[config.mk]
export PLATFORM = sky130hd
export DESIGN_NAME = branch_pred_table_flat
export DESIGN_NICKNAME = d
export VERILOG_FILES = /design/src/rtl/branch_pred_table_if.sv /design/src/rtl/branch_pred_table.sv /design/src/flat_wrapper.sv
export SDC_FILE = /design/constraint.sdc
export NUM_CORES = 1
export LEC_CHECK = 0
export ABC_AREA = 1
export BUFFER_PORTS_ARGS = -buffer_cell sky130_fd_sc_hd__clkbuf_2
export CAP_MARGIN = 10
export CORE_MARGIN = 1
export CORE_UTILIZATION = 35
export DETAILED_ROUTE_END_ITERATION = 7
export GPL_ROUTABILITY_DRIVEN = 0
export HOLD_SLACK_MARGIN = 0.08
export SKIP_LAST_GASP = 1
export SYNTH_ARGS = -nofsm -noshare
export SYNTH_HDL_FRONTEND = slang
export SYNTH_SLANG_ARGS = --single-unit
[constraint.sdc]
create_clock -name clk -period 2.1 [get_ports clk]
set_input_delay 0.315 -clock clk [delete_from_list [all_inputs] [get_ports clk]]
set_output_delay 0.315 -clock clk [all_outputs]
set_load 0.005 [all_outputs]
[src/rtl/branch_pred_table_if.sv]
// Bus bundle for branch_pred_table.
//   master : the pipeline side; drives the fetch PC, the IF/ID stall/flush
//            controls, the decode-side update request and the clear pulse.
//   slave  : the table; returns the fetch lookup (H, P, tgt_f), the decode
//            copy (Hd, Pd) and busy.
// Signals:
//   pc_f, H, P, tgt_f          fetch lookup
//   stall_s1, flush_s1, Hd, Pd IF/ID copy of the lookup result
//   pc_d, br_tgt_d, C, WRt, WRp branch-unit update request
//   clr, busy                  whole-table invalidate
interface branch_pred_table_if #(
  parameter int PC_W = 32
);
  logic [PC_W-1:0] pc_f;
  logic            H;
  logic            P;
  logic [PC_W-1:0] tgt_f;
  logic            stall_s1;
  logic            flush_s1;
  logic            Hd;
  logic            Pd;
  logic [PC_W-1:0] pc_d;
  logic [PC_W-1:0] br_tgt_d;
  logic            C;
  logic            WRt;
  logic            WRp;
  logic            clr;
  logic            busy;

  modport master (
    output pc_f, stall_s1, flush_s1, pc_d, br_tgt_d, C, WRt, WRp, clr,
    input  H, P, tgt_f, Hd, Pd, busy
  );

  modport slave (
    input  pc_f, stall_s1, flush_s1, pc_d, br_tgt_d, C, WRt, WRp, clr,
    output H, P, tgt_f, Hd, Pd, busy
  );
endinterface

[src/rtl/branch_pred_table.sv]
// branch_pred_table: direct-mapped branch target / prediction table.
//   Fetch : combinational lookup of pc_f -> H (hit), P (taken), tgt_f.
//   Decode: IF/ID copy of H/P as Hd/Pd (flush beats stall).
//   Update: WRt writes tag/valid/target, WRp trains the predictor, both at pc_d.
//   Clear : clr starts a one-entry-per-cycle invalidate sweep; busy is high
//           for ENTRIES cycles and blanks the lookup and ignores updates.
// Ports: clk, rst_n (async, active low), bus (branch_pred_table_if.slave).
// Configuration macro BPT_2BIT_EN: defined -> 2-bit saturating counters
// (reset 01); undefined -> 1-bit last-outcome predictor (reset 0).
module branch_pred_table #(
  parameter int ENTRIES = 16,
  parameter int PC_W    = 32
) (
  input  logic                clk,
  input  logic                rst_n,
  branch_pred_table_if.slave  bus
);
  localparam int IDX_W = $clog2(ENTRIES);
  localparam int TAG_W = PC_W - IDX_W - 2;
`ifdef BPT_2BIT_EN
  localparam int              PRED_W   = 2;
  localparam logic [PRED_W-1:0] PRED_RST = 2'b01;
`else
  localparam int              PRED_W   = 1;
  localparam logic [PRED_W-1:0] PRED_RST = 1'b0;
`endif

  typedef enum logic {IDLE, SWEEP} state_t;

  state_t             state_q, state_d;
  logic [IDX_W-1:0]   ptr_q, ptr_d;
  logic [ENTRIES-1:0] valid_q, valid_d;
  logic [TAG_W-1:0]   tag_q  [ENTRIES];
  logic [TAG_W-1:0]   tag_d  [ENTRIES];
  logic [PC_W-1:0]    tgt_q  [ENTRIES];
  logic [PC_W-1:0]    tgt_d  [ENTRIES];
  logic [PRED_W-1:0]  pred_q [ENTRIES];
  logic [PRED_W-1:0]  pred_d [ENTRIES];
  logic               hd_q, hd_d, pd_q, pd_d;
  logic               busy, hit, pred_taken;

  logic [IDX_W-1:0]   idx_f, idx_u;
  logic [TAG_W-1:0]   tag_f, tag_u;

  assign idx_f = bus.pc_f[IDX_W+1:2];
  assign tag_f = bus.pc_f[PC_W-1:IDX_W+2];
  assign idx_u = bus.pc_d[IDX_W+1:2];
  assign tag_u = bus.pc_d[PC_W-1:IDX_W+2];

  // Lookup reads the registered array only, so a same-cycle update to the
  // same index is seen one cycle later.
  always_comb begin
    hit        = !busy && valid_q[idx_f] && (tag_q[idx_f] == tag_f);
    pred_taken = hit && pred_q[idx_f][PRED_W-1];
  end

  assign bus.H     = hit;
  assign bus.P     = pred_taken;
  assign bus.tgt_f = hit ? tgt_q[idx_f] : '0;
  assign bus.Hd    = hd_q;
  assign bus.Pd    = pd_q;
  assign bus.busy  = busy;

  // ---------------- clear FSM ----------------
  always_ff @(posedge clk or negedge rst_n) begin
    if (!rst_n) begin
      state_q <= IDLE;
      ptr_q   <= '0;
    end else begin
      // NOTE: sequential state uses non-blocking assignment so every flop
      // samples the pre-edge values regardless of statement order.
      state_q <= state_d;
      ptr_q   <= ptr_d;
    end
  end

  always_comb begin
    // NOTE: every combinational output gets a default first; a path that
    // leaves a variable unassigned would infer a latch.
    state_d = state_q;
    ptr_d   = ptr_q;
    case (state_q)
      IDLE: begin
        if (bus.clr) begin
          state_d = SWEEP;
          ptr_d   = '0;
        end
      end
      SWEEP: begin
        ptr_d = ptr_q + IDX_W'(1);
        if (ptr_q == IDX_W'(ENTRIES - 1)) state_d = IDLE;
      end
      default: state_d = IDLE;
    endcase
  end

  always_comb begin
    busy = (state_q == SWEEP);
  end

  // ---------------- table and IF/ID next state ----------------
  always_comb begin
    valid_d = valid_q;
    tag_d   = tag_q;
    tgt_d   = tgt_q;
    pred_d  = pred_q;
    if (busy) begin
      valid_d[ptr_q] = 1'b0;
    end else begin
      if (bus.WRt) begin
        valid_d[idx_u] = 1'b1;
        tag_d[idx_u]   = tag_u;
        tgt_d[idx_u]   = bus.br_tgt_d;
      end
      if (bus.WRp) begin
`ifdef BPT_2BIT_EN
        if (bus.WRt) begin
          // Fresh allocation starts weakly biased toward the observed outcome.
          pred_d[idx_u] = bus.C ? 2'b10 : 2'b01;
        end else if (bus.C) begin
          if (pred_q[idx_u] != 2'b11) pred_d[idx_u] = pred_q[idx_u] + 2'b01;
        end else begin
          if (pred_q[idx_u] != 2'b00) pred_d[idx_u] = pred_q[idx_u] - 2'b01;
        end
`else
        pred_d[idx_u] = bus.C;
`endif
      end
    end
  end

  always_comb begin
    hd_d = hd_q;
    pd_d = pd_q;
    if (bus.flush_s1) begin
      hd_d = 1'b0;
      pd_d = 1'b0;
    end else if (!bus.stall_s1) begin
      hd_d = hit;
      pd_d = pred_taken;
    end
  end

  always_ff @(posedge clk or negedge rst_n) begin
    if (!rst_n) begin
      // NOTE: the table arrays are reset explicitly because the reset state
      // of tags, targets and predictors is architecturally defined here.
      valid_q <= '0;
      hd_q    <= 1'b0;
      pd_q    <= 1'b0;
      for (int i = 0; i < ENTRIES; i++) begin
        tag_q[i]  <= '0;
        tgt_q[i]  <= '0;
        pred_q[i] <= PRED_RST;
      end
    end else begin
      valid_q <= valid_d;
      hd_q    <= hd_d;
      pd_q    <= pd_d;
      for (int i = 0; i < ENTRIES; i++) begin
        tag_q[i]  <= tag_d[i];
        tgt_q[i]  <= tgt_d[i];
        pred_q[i] <= pred_d[i];
      end
    end
  end
endmodule

[src/flat_wrapper.sv]
// flat-port wrapper written by rule: the top's interface ports become plain ports
module branch_pred_table_flat 
#(
  parameter int ENTRIES = 16,
  parameter int PC_W    = 32
)
  (clk, rst_n, bus_pc_f, bus_stall_s1, bus_flush_s1, bus_pc_d, bus_br_tgt_d, bus_C, bus_WRt, bus_WRp, bus_clr, bus_H, bus_P, bus_tgt_f, bus_Hd, bus_Pd, bus_busy);
  branch_pred_table_if #(.PC_W(PC_W)) bus_i ();
  input  logic clk;
  input  logic rst_n;
  input wire logic [$bits(bus_i.pc_f)-1:0] bus_pc_f;
  input wire logic [$bits(bus_i.stall_s1)-1:0] bus_stall_s1;
  input wire logic [$bits(bus_i.flush_s1)-1:0] bus_flush_s1;
  input wire logic [$bits(bus_i.pc_d)-1:0] bus_pc_d;
  input wire logic [$bits(bus_i.br_tgt_d)-1:0] bus_br_tgt_d;
  input wire logic [$bits(bus_i.C)-1:0] bus_C;
  input wire logic [$bits(bus_i.WRt)-1:0] bus_WRt;
  input wire logic [$bits(bus_i.WRp)-1:0] bus_WRp;
  input wire logic [$bits(bus_i.clr)-1:0] bus_clr;
  output wire logic [$bits(bus_i.H)-1:0] bus_H;
  output wire logic [$bits(bus_i.P)-1:0] bus_P;
  output wire logic [$bits(bus_i.tgt_f)-1:0] bus_tgt_f;
  output wire logic [$bits(bus_i.Hd)-1:0] bus_Hd;
  output wire logic [$bits(bus_i.Pd)-1:0] bus_Pd;
  output wire logic [$bits(bus_i.busy)-1:0] bus_busy;
  assign bus_i.pc_f = bus_pc_f;
  assign bus_i.stall_s1 = bus_stall_s1;
  assign bus_i.flush_s1 = bus_flush_s1;
  assign bus_i.pc_d = bus_pc_d;
  assign bus_i.br_tgt_d = bus_br_tgt_d;
  assign bus_i.C = bus_C;
  assign bus_i.WRt = bus_WRt;
  assign bus_i.WRp = bus_WRp;
  assign bus_i.clr = bus_clr;
  assign bus_H = bus_i.H;
  assign bus_P = bus_i.P;
  assign bus_tgt_f = bus_i.tgt_f;
  assign bus_Hd = bus_i.Hd;
  assign bus_Pd = bus_i.Pd;
  assign bus_busy = bus_i.busy;
  branch_pred_table #(.ENTRIES(ENTRIES), .PC_W(PC_W)) u_core (.clk(clk), .rst_n(rst_n), .bus(bus_i));
endmodule
# Word-level counts from Yosys, hierarchy flattened
# Index checks and enable logic that the tools add are counted.
# word_totals
ramBits	0
rom_bits	0
memories	0
wordCells	118
reg_bits	967
latchBits	0
output_inout_bits	37
# op_classes
shifts	0
n_lt_le_gt_ge	8
n_mux	36
n_addsub	1
reduce_logical	10
multipliers	0
div_mod_pow	0
eq_ne	4
bitwise_logic	6
# ops
cell	count
512-bit bitwise mux	1
416-bit bitwise mux	1
32-bit binary-select mux with 4-bit select	1
32-bit demux with 4-bit select	1
32-bit two-way mux	4
26-bit binary-select mux with 4-bit select	1
26-bit demux with 4-bit select	1
26-bit two-way mux	3
16-bit two-way mux	2
26-bit == test	1
16-bit AND	1
16-bit bitwise mux	1
16-bit NOT	1
16-bit OR	1
4-bit by 5-bit less-than comparator with 1-bit output, second input constant	3
1-bit demux with 4-bit select	3
1-bit two-way mux	12
5-bit >= comparator, second input constant	2
4-bit NOT with 5-bit output	2
1-bit binary-select mux with 4-bit select	2
4-bit by 1-bit >= comparator with 1-bit output, second input constant	2
4-bit case mux with 2 select lines	1
1-bit logical AND	6
5-bit by 1-bit less-than comparator with 1-bit output, second input constant	1
10 further kinds	11

# Depth between registers and ports, before layout
# Gate-level depths: netlist of run 1.
# logic_depth
ltp_word	9
depth_mapped	20

# Worst setup path after synthesis of run 1
# No wires, ideal clock.
# synth_path
path_type	in2out
from	input port bus_pc_f[3]
to	output port bus_P
arrival_ns	2.030
path_slack_ns	-0.245
path_buffers	4
stages	15
path_cell_list	buf_2 inv_2 buf_4 buf_2 o21ai_0 o211ai_1 nand3_1 nand3_1 nand2_1 nor2_1 nand3_1 nor2_2 inv_2 buf_4 nor2_1
# synth_via
elab_chain_len	7
elab_cells_between_ends	13
classes_between	eq/ne: 1; mux: 8; bitwise: 1; reduce/logical: 3
# synth_lines
element	line_no	source
from (decl)	flat_wrapper.sv:11	input wire logic [$bits(bus_i.pc_f)-1:0] bus_pc_f;
4-bit NOT with 5-bit output (not written as such)	branch_pred_table.sv:53	hit = !busy && valid_q[idx_f] && (tag_q[idx_f] == tag_f);
26-bit binary-select mux with 4-bit select	branch_pred_table.sv:53	
26-bit two-way mux (not written as such) (2 in a row)	branch_pred_table.sv:53	
26-bit == test	branch_pred_table.sv:53	
1-bit logical AND *	branch_pred_table.sv:53	
named net bus_H	flat_wrapper.sv:20	output wire logic [$bits(bus_i.H)-1:0] bus_H;
1-bit logical AND *	branch_pred_table.sv:54	pred_taken = hit && pred_q[idx_f][PRED_W-1];
to (decl)	flat_wrapper.sv:21	output wire logic [$bits(bus_i.P)-1:0] bus_P;
# Mark *: on every way through the listed nets, which the timed path passes. The rest lies on a longest branch. The select of a mux whose other input is x is not followed.

# Worst setup path after layout of run 1
# layout_path
from	register u_core.tag_q[221] (netlist name)
to	output port bus_tgt_f[21]
# layout_via
elab_chain_len	6
# layout_lines
element	line_no	source
from (decl)	branch_pred_table.sv:33	logic [TAG_W-1:0] tag_q [ENTRIES];
from (signal, indexed assignment)	branch_pred_table.sv:161	tag_q[i] <= tag_d[i];
26-bit binary-select mux with 4-bit select	branch_pred_table.sv:53	
26-bit two-way mux (not written as such) (2 in a row)	branch_pred_table.sv:53	
26-bit == test	branch_pred_table.sv:53	
1-bit logical AND	branch_pred_table.sv:53	
32-bit two-way mux	branch_pred_table.sv:59	assign bus.tgt_f = hit ? tgt_q[idx_f] : '0;
to (decl)	flat_wrapper.sv:22	output wire logic [$bits(bus_i.tgt_f)-1:0] bus_tgt_f;
# Every way passes these cells. The select of a mux whose other input is x is not followed.

==> results of run 1 <==
-- logic make-up after synthesis --
group | count (synthesis) | share of synthesized area
DFF | 967 | 0.5468
and+or+nand+nor | 2366 | 0.2104
AOI/OAI and AO/OA | 1435 | 0.1774
buffers and inverters | 716 | 0.06424
adders and majority gates | 4 | 0.001131
-- cells in the final DEF (no fill, tap or decap), types with 22 or more instances in the layout --
cell / n
a21oi_1: 249
a221oi_1: 109
a311o_1: 23
buf_12: 72
buf_4: 125
clkbuf_1: 23
clkbuf_16: 103
clkbuf_2: 130
clkbuf_8: 30
dfrtp_1: 967
dlygate4sd3_1: 31
inv_1: 253
nand2_1: 1865
nand3_1: 258
nand3_2: 22
nor2_1: 145
o21ai_0: 976
o31ai_1: 30
-- state kept, by name, summed over array words and instances, names as in the netlist --
signal	flops
u_core.bus.Pd	1
u_core.tgt_q	512
u_core.ptr_q	4
u_core.bus.busy	1
u_core.valid_q	16
u_core.tag_q	416
u_core.pred_q	16
u_core.bus.Hd	1
-- power by group through the flow --
stage               clock network [mW]  registers, mW  logic, mW
floorplan                            0           26.2       7.27
global placement                     0           26.7       9.70
detailed placement                   0           26.8       10.0
CTS                               19.2           26.6       10.1
global route                      19.9           27.3       11.9
finish                            18.8           26.7       10.1
-- final timing paths --
kind,slack [ns],cells past startpoint,to
worst max register to register,-0.97,26,u_core.bus.Pd
min in group asynchronous,0.14,2,u_core.pred_q[7]
worst min-delay path,0.10,3,u_core.tag_q[364]
worst min register to register,0.48,2,u_core.tag_q[7]
worst max-delay path,-1.21,16,bus_tgt_f[21]
max in group asynchronous,1.09,3,u_core.tag_q[377]
-- layer usage --
metal	up-vias	track usage	routed length [um]
li1	18050	-	-
met2	1153	0.3554	64050
met3	196	0.03018	8650
met5	-	0	0
met1	18720	0.3114	63770
met4	0	0.05643	3290
-- critical path: cells and delay by family (launching register included) --
family / cells / cell delay, ns
flip-flops: 1 / 0.38
buffers and inverters: 3 / 0.40
AND/OR/NAND/NOR: 13 / 1.47
-- area by class of cell --
class / count / area (um2)
multi-input combinational: 3805 / 17600
clock buffer: 155 / 3063
fill: 12700 / 73640
antenna: 1 / 2.502
tap: 1650 / 2064
sequential: 967 / 24200
timing repair buffer: 374 / 3531
clock inverter: 31 / 474.2
inverter: 258 / 1001
-- timing repair --
action                                  in CTS  in global routing
pin swaps                                   23                  3
hold buffers                                31                  0
cloned                                       0                  0
gates resized for setup                     39                 30
buffers inserted                             3                 12
endpoints found under the setup margin      36                 36
endpoints found under the hold margin      943                  0
==> impl_metrics.json, run 1 <==
{
  "post-route-cell-area_um2": 51930,
  "status": "complete, but fails checks",
  "pwr-share-seq": 0.480,
  "p_per_area_nw_per_um2": 1071,
  "synth_edf_count": 0,
  "synthCells": 5488,
  "hold_viol": 0,
  "startpoint_type": "flop",
  "tightestPinTransition_ns": 0.8581,
  "criticalPathCategory": "flop to output pin",
  "grt_usage": 0.2203,
  "antenna_found_initial": 3,
  "nNetsFinal": 5617,
  "hold_path_class": "input port to flop",
  "finClkSkew_ns": 0.06893,
  "cp.arrival_ns": 2.99,
  "ys_ff_latch": 967,
  "setup_viol": 36,
  "core_area_um2": 125600,
  "dpl.hpwl_mm": 79.94,
  "cts_tree": "done",
  "final.min_clock_period_ns": 3.307,
  "h-tree-depth": 3,
  "yosys.cell_types.count": 31,
  "num_vias": 38110,
  "synth_nets": 5596,
  "yosys-top-cells-count": "1887 x nand2_1, 979 x o21ai_0, 967 x dfrtp_1",
  "cap_violations": 0,
  "swShare": 0.2996,
  "crit_fanout": 14,
  "clkLatencyLatePin_ns": 0.74,
  "grt_pass1_wl_mm": 220.6,
  "num_rows": 130,
  "holdWs_ns": 0.1009,
  "placed_area_um2": 47720,
  "worstHoldStart": "bus_pc_d[6]",
  "p_leak_nw": 24.21,
  "die-area_um2": 127900,
  "clkSlewWorstSetupHoldPaths_ns": 0.06,
  "synth_top_flop_cell": "dfrtp_1",
  "worstPathRequired_ns": 1.78,
  "dp_worst_setup_slack_ns": -0.9919,
  "cts_root_buf": "clkbuf_16",
  "ys_seq_area_frac": 0.5468,
  "ios": 141,
  "yosysTopAreaCell": "dfrtp_1",
  "cts_buffer_depth": 3,
  "grt_overflow": 0,
  "async_reset_ff_frac": 1.000,
  "die_h_um": 357.6,
  "synth_most_common_cell": "nand2_1",
  "dp.cells": 7009,
  "viasPerCell": 5.264,
  "grt_pass1_vias": 36930,
  "rsz0062_at_grt": "true",
  "cts-buffers-inserted": 103,
  "slew-limit-headroom": 0.4230,
  "avgSynthCellArea_um2": 8.063,
  "drv_slew": 0,
  "p_int_mw": 38.94,
  "fmax_ghz": 0.3024,
  "p_sw_mw": 16.66,
  "end_kind": "output pin",
  "route.detailed.drc": 0,
  "ir_drop_mv": 0.8882,
  "synth_top_area_share": 0.5468,
  "wl_mm": 139.8,
  "cp_cell_sequence": "or2_0 > nand2_1 > nand3_2 > nand3_2 > nand2_2 > nand2_2 > nand2_2 > nor2_2 > nand2_2 > nor2_2 > nand2_2 > nor2_4 > inv_6 > buf_12 > nor2_1 > clkbuf_2",
  "cts.sink_count": 967,
  "start_util": 0.3524,
  "fin_setup_tns_ns": -40.42,
  "grt_max_degree": 118,
  "pwr-share-clk": 0.339,
  "violations": "negative setup slack",
  "crit_path_frequent_cell": "nand2_2",
  "final_cells": 7241,
  "crit_path_start": "u_core.tag_q[221]",
  "syn_area_um2": 44250,
  "total_power_mw": 55.60,
  "rr_startpoint": "u_core.tag_q[221]",
  "wl_per_cell_um": 19.30,
  "antenna_left": 0,
  "final_util": 0.4136,
  "fin_crit_sh": 1.575,
  "setup_ws_ns": -1.207,
  "ys.warnings.count": 0,
  "synthToLayoutAreaGrowth_pct": 17.35,
  "firstDrtPassIters": 6,
  "cpPeakStageDelay_ns": 0.38,
  "io_buffers": 136,
  "cp_slowest_cell": "dfrtp_1",
  "die_w_um": 357.6,
  "combinationalPowerShare": 0.181,
  "drtIter0Drc": 3845,
  "drive_gt1_frac": 0.1064,
  "netlist_top_cells_area": "dfrtp_1 55%, nand2_1 16%, o21ai_0 11%"
}
(Power assumes the default switching activity.)
==> run 2: changes to the inputs <==
==> constraint.sdc (replaced) <==
create_clock -name clk -period 2.1 [get_ports clk]
set_input_delay 0.315 -clock clk [delete_from_list [all_inputs] [get_ports clk]]
set_output_delay 0.315 -clock clk [all_outputs]
set_load 0.01 [all_outputs]
==> impl_metrics.json, run 2 (synthesized netlist as in run 1, its figures left out) <==
{
  "crit_path_frequent_cell": "nand2_1",
  "clkSlewWorstSetupHoldPaths_ns": 0.06,
  "h-tree-depth": 3,
  "end_kind": "output pin",
  "cts_buffer_depth": 3,
  "die-area_um2": 127900,
  "violations": "negative setup slack",
  "num_vias": 38330,
  "cts.sink_count": 967,
  "fin_setup_tns_ns": -39.07,
  "crit_fanout": 11,
  "reg.largest.list": "u_core.tgt_q x512, u_core.tag_q x416",
  "p_int_mw": 39.52,
  "drv_slew": 0,
  "cp_slowest_cell": "dfrtp_1",
  "final_util": 0.4163,
  "viasPerCell": 5.271,
  "ff2ff_path_depth": 16,
  "clkLatencyLatePin_ns": 0.70,
  "holdWs_ns": 0.09674,
  "cts_tree": "done",
  "route.detailed.drc": 0,
  "largest_reg_flops": 512,
  "cpLargestDelayFamily": "simple AND/OR/NAND/NOR gates",
  "cts_root_buf": "clkbuf_16",
  "tightestPinTransition_ns": 1.046,
  "finClkSkew_ns": 0.03962,
  "placed_area_um2": 48310,
  "rr_endpoint": "u_core.bus.Pd",
  "die_h_um": 357.6,
  "p_sw_mw": 16.83,
  "fin_crit_sh": 1.585,
  "crit_buf_inv": 3,
  "r2r_setup_slack_ns": -0.08,
  "start_util": 0.3524,
  "criticalPathCategory": "flop to output pin",
  "dp.cells": 7063,
  "pwr-share-clk": 0.342,
  "swShare": 0.2987,
  "drive_gt1_frac": 0.1158,
  "cts-buffers-inserted": 103,
  "combinationalPowerShare": 0.184,
  "diodes": 0,
  "ios": 141,
  "slew-limit-headroom": 0.2965,
  "post-route-cell-area_um2": 52280,
  "cp.arrival_ns": 3.01,
  "wl_mm": 142.5,
  "grt_overflow": 0,
  "nNetsFinal": 5645,
  "hold_viol": 0,
  "rr_startpoint": "u_core.tag_q[233]",
  "fmax_ghz": 0.3004,
  "cpPeakStageDelay_ns": 0.38,
  "dp_worst_setup_slack_ns": -1.193,
  "cp_cell_sequence": "or2_0 > nand2_1 > nand3_2 > nand3_2 > nand2_1 > nand2_1 > nand2_1 > nor2_2 > nand2_1 > nor2_1 > nand2_2 > nor2_4 > inv_8 > buf_16 > nor2_4 > clkbuf_2",
  "antenna_found_initial": 3,
  "ir_drop_mv": 0.6793,
  "cap_violations": 0,
  "grt_pass1_vias": 36660,
  "dpl.hpwl_mm": 82.75,
  "core_area_um2": 125600,
  "layout_commonest_cell": "nand2_1",
  "rsz0062_at_grt": "true",
  "die_w_um": 357.6,
  "p_leak_nw": 24.43,
  "firstDrtPassIters": 6,
  "synthToLayoutAreaGrowth_pct": 18.14,
  "layout_common_cells": "1872 x nand2_1, 977 x o21ai_0, 967 x dfrtp_1, 260 x nand3_1, 253 x inv_1",
  "top_register": "u_core.tgt_q",
  "startpoint_type": "flop",
  "grt_max_degree": 97,
  "antenna_left": 0,
  "status": "complete, but fails checks",
  "worstPathRequired_ns": 1.78,
  "drtIter0Drc": 4208,
  "total_power_mw": 56.35,
  "hold_path_class": "input port to asynchronous set/reset pin",
  "setup_viol": 36,
  "final_cells": 7271,
  "wl_per_cell_um": 19.60,
  "io_buffers": 136,
  "final.min_clock_period_ns": 3.329,
  "setup_ws_ns": -1.229,
  "grt_pass1_wl_mm": 222.9,
  "p_per_area_nw_per_um2": 1078,
  "num_rows": 130,
  "pwr-share-seq": 0.475,
  "grt_usage": 0.2238
}
run 2: power by group through the flow:
stage	clock [mW]	combinational, mW	sequential [mW]
2_1_floorplan	0	7.31	26.2
3_3_place_gp	0	10.0	26.8
3_5_place_dp	0	10.3	26.9
4_1_cts	19.6	10.4	26.7
5_1_grt	20.3	12.2	27.3
6_report	19.3	10.4	26.7
run 2: timing repair:
action | CTS | global route
buffers inserted | 4 | 0
gates cloned | 1 | 0
endpoints found under the hold margin | 507 | 0
gates resized for setup | 42 | 5
hold buffers | 14 | 0
pin swaps | 8 | 1
setup endpoints to repair | 36 | 36
run 2: routing by layer:
layer / GRT usage / vias to the layer above / share of wire
met1: 0.3164 / 18660 / 0.45
met2: 0.3556 / 1326 / 0.46
met4: 0.06213 / 2 / 0.027
met3: 0.03517 / 216 / 0.067
met5: 0 / - / 0.000091
li1: - / 18130 / -
run 2: worst max path at each step:
stage / startpoint / endpoint / slack (ns) / cells past startpoint
global route: u_core.tag_q[295] / bus_P / -1.40 / 16
finish: u_core.tag_q[233] / bus_P / -1.23 / 16
global placement: bus_pc_f[2] / bus_tgt_f[18] / -1.17 / 20
CTS: u_core.tag_q[295] / bus_P / -1.22 / 16
detailed placement: bus_pc_f[2] / bus_tgt_f[3] / -1.19 / 20
floorplan: bus_pc_f[3] / bus_P / -0.17 / 17
run 2: final cells by class:
type | instances | area [um2]
clock buffers | 145 | 2985
clock inverters | 44 | 586.8
fillers | 12650 | 73290
inverters | 258 | 1003
multi-input cells | 3805 | 17730
flip-flops and latches | 967 | 24200
well taps | 1650 | 2064
repair buffers | 402 | 3709
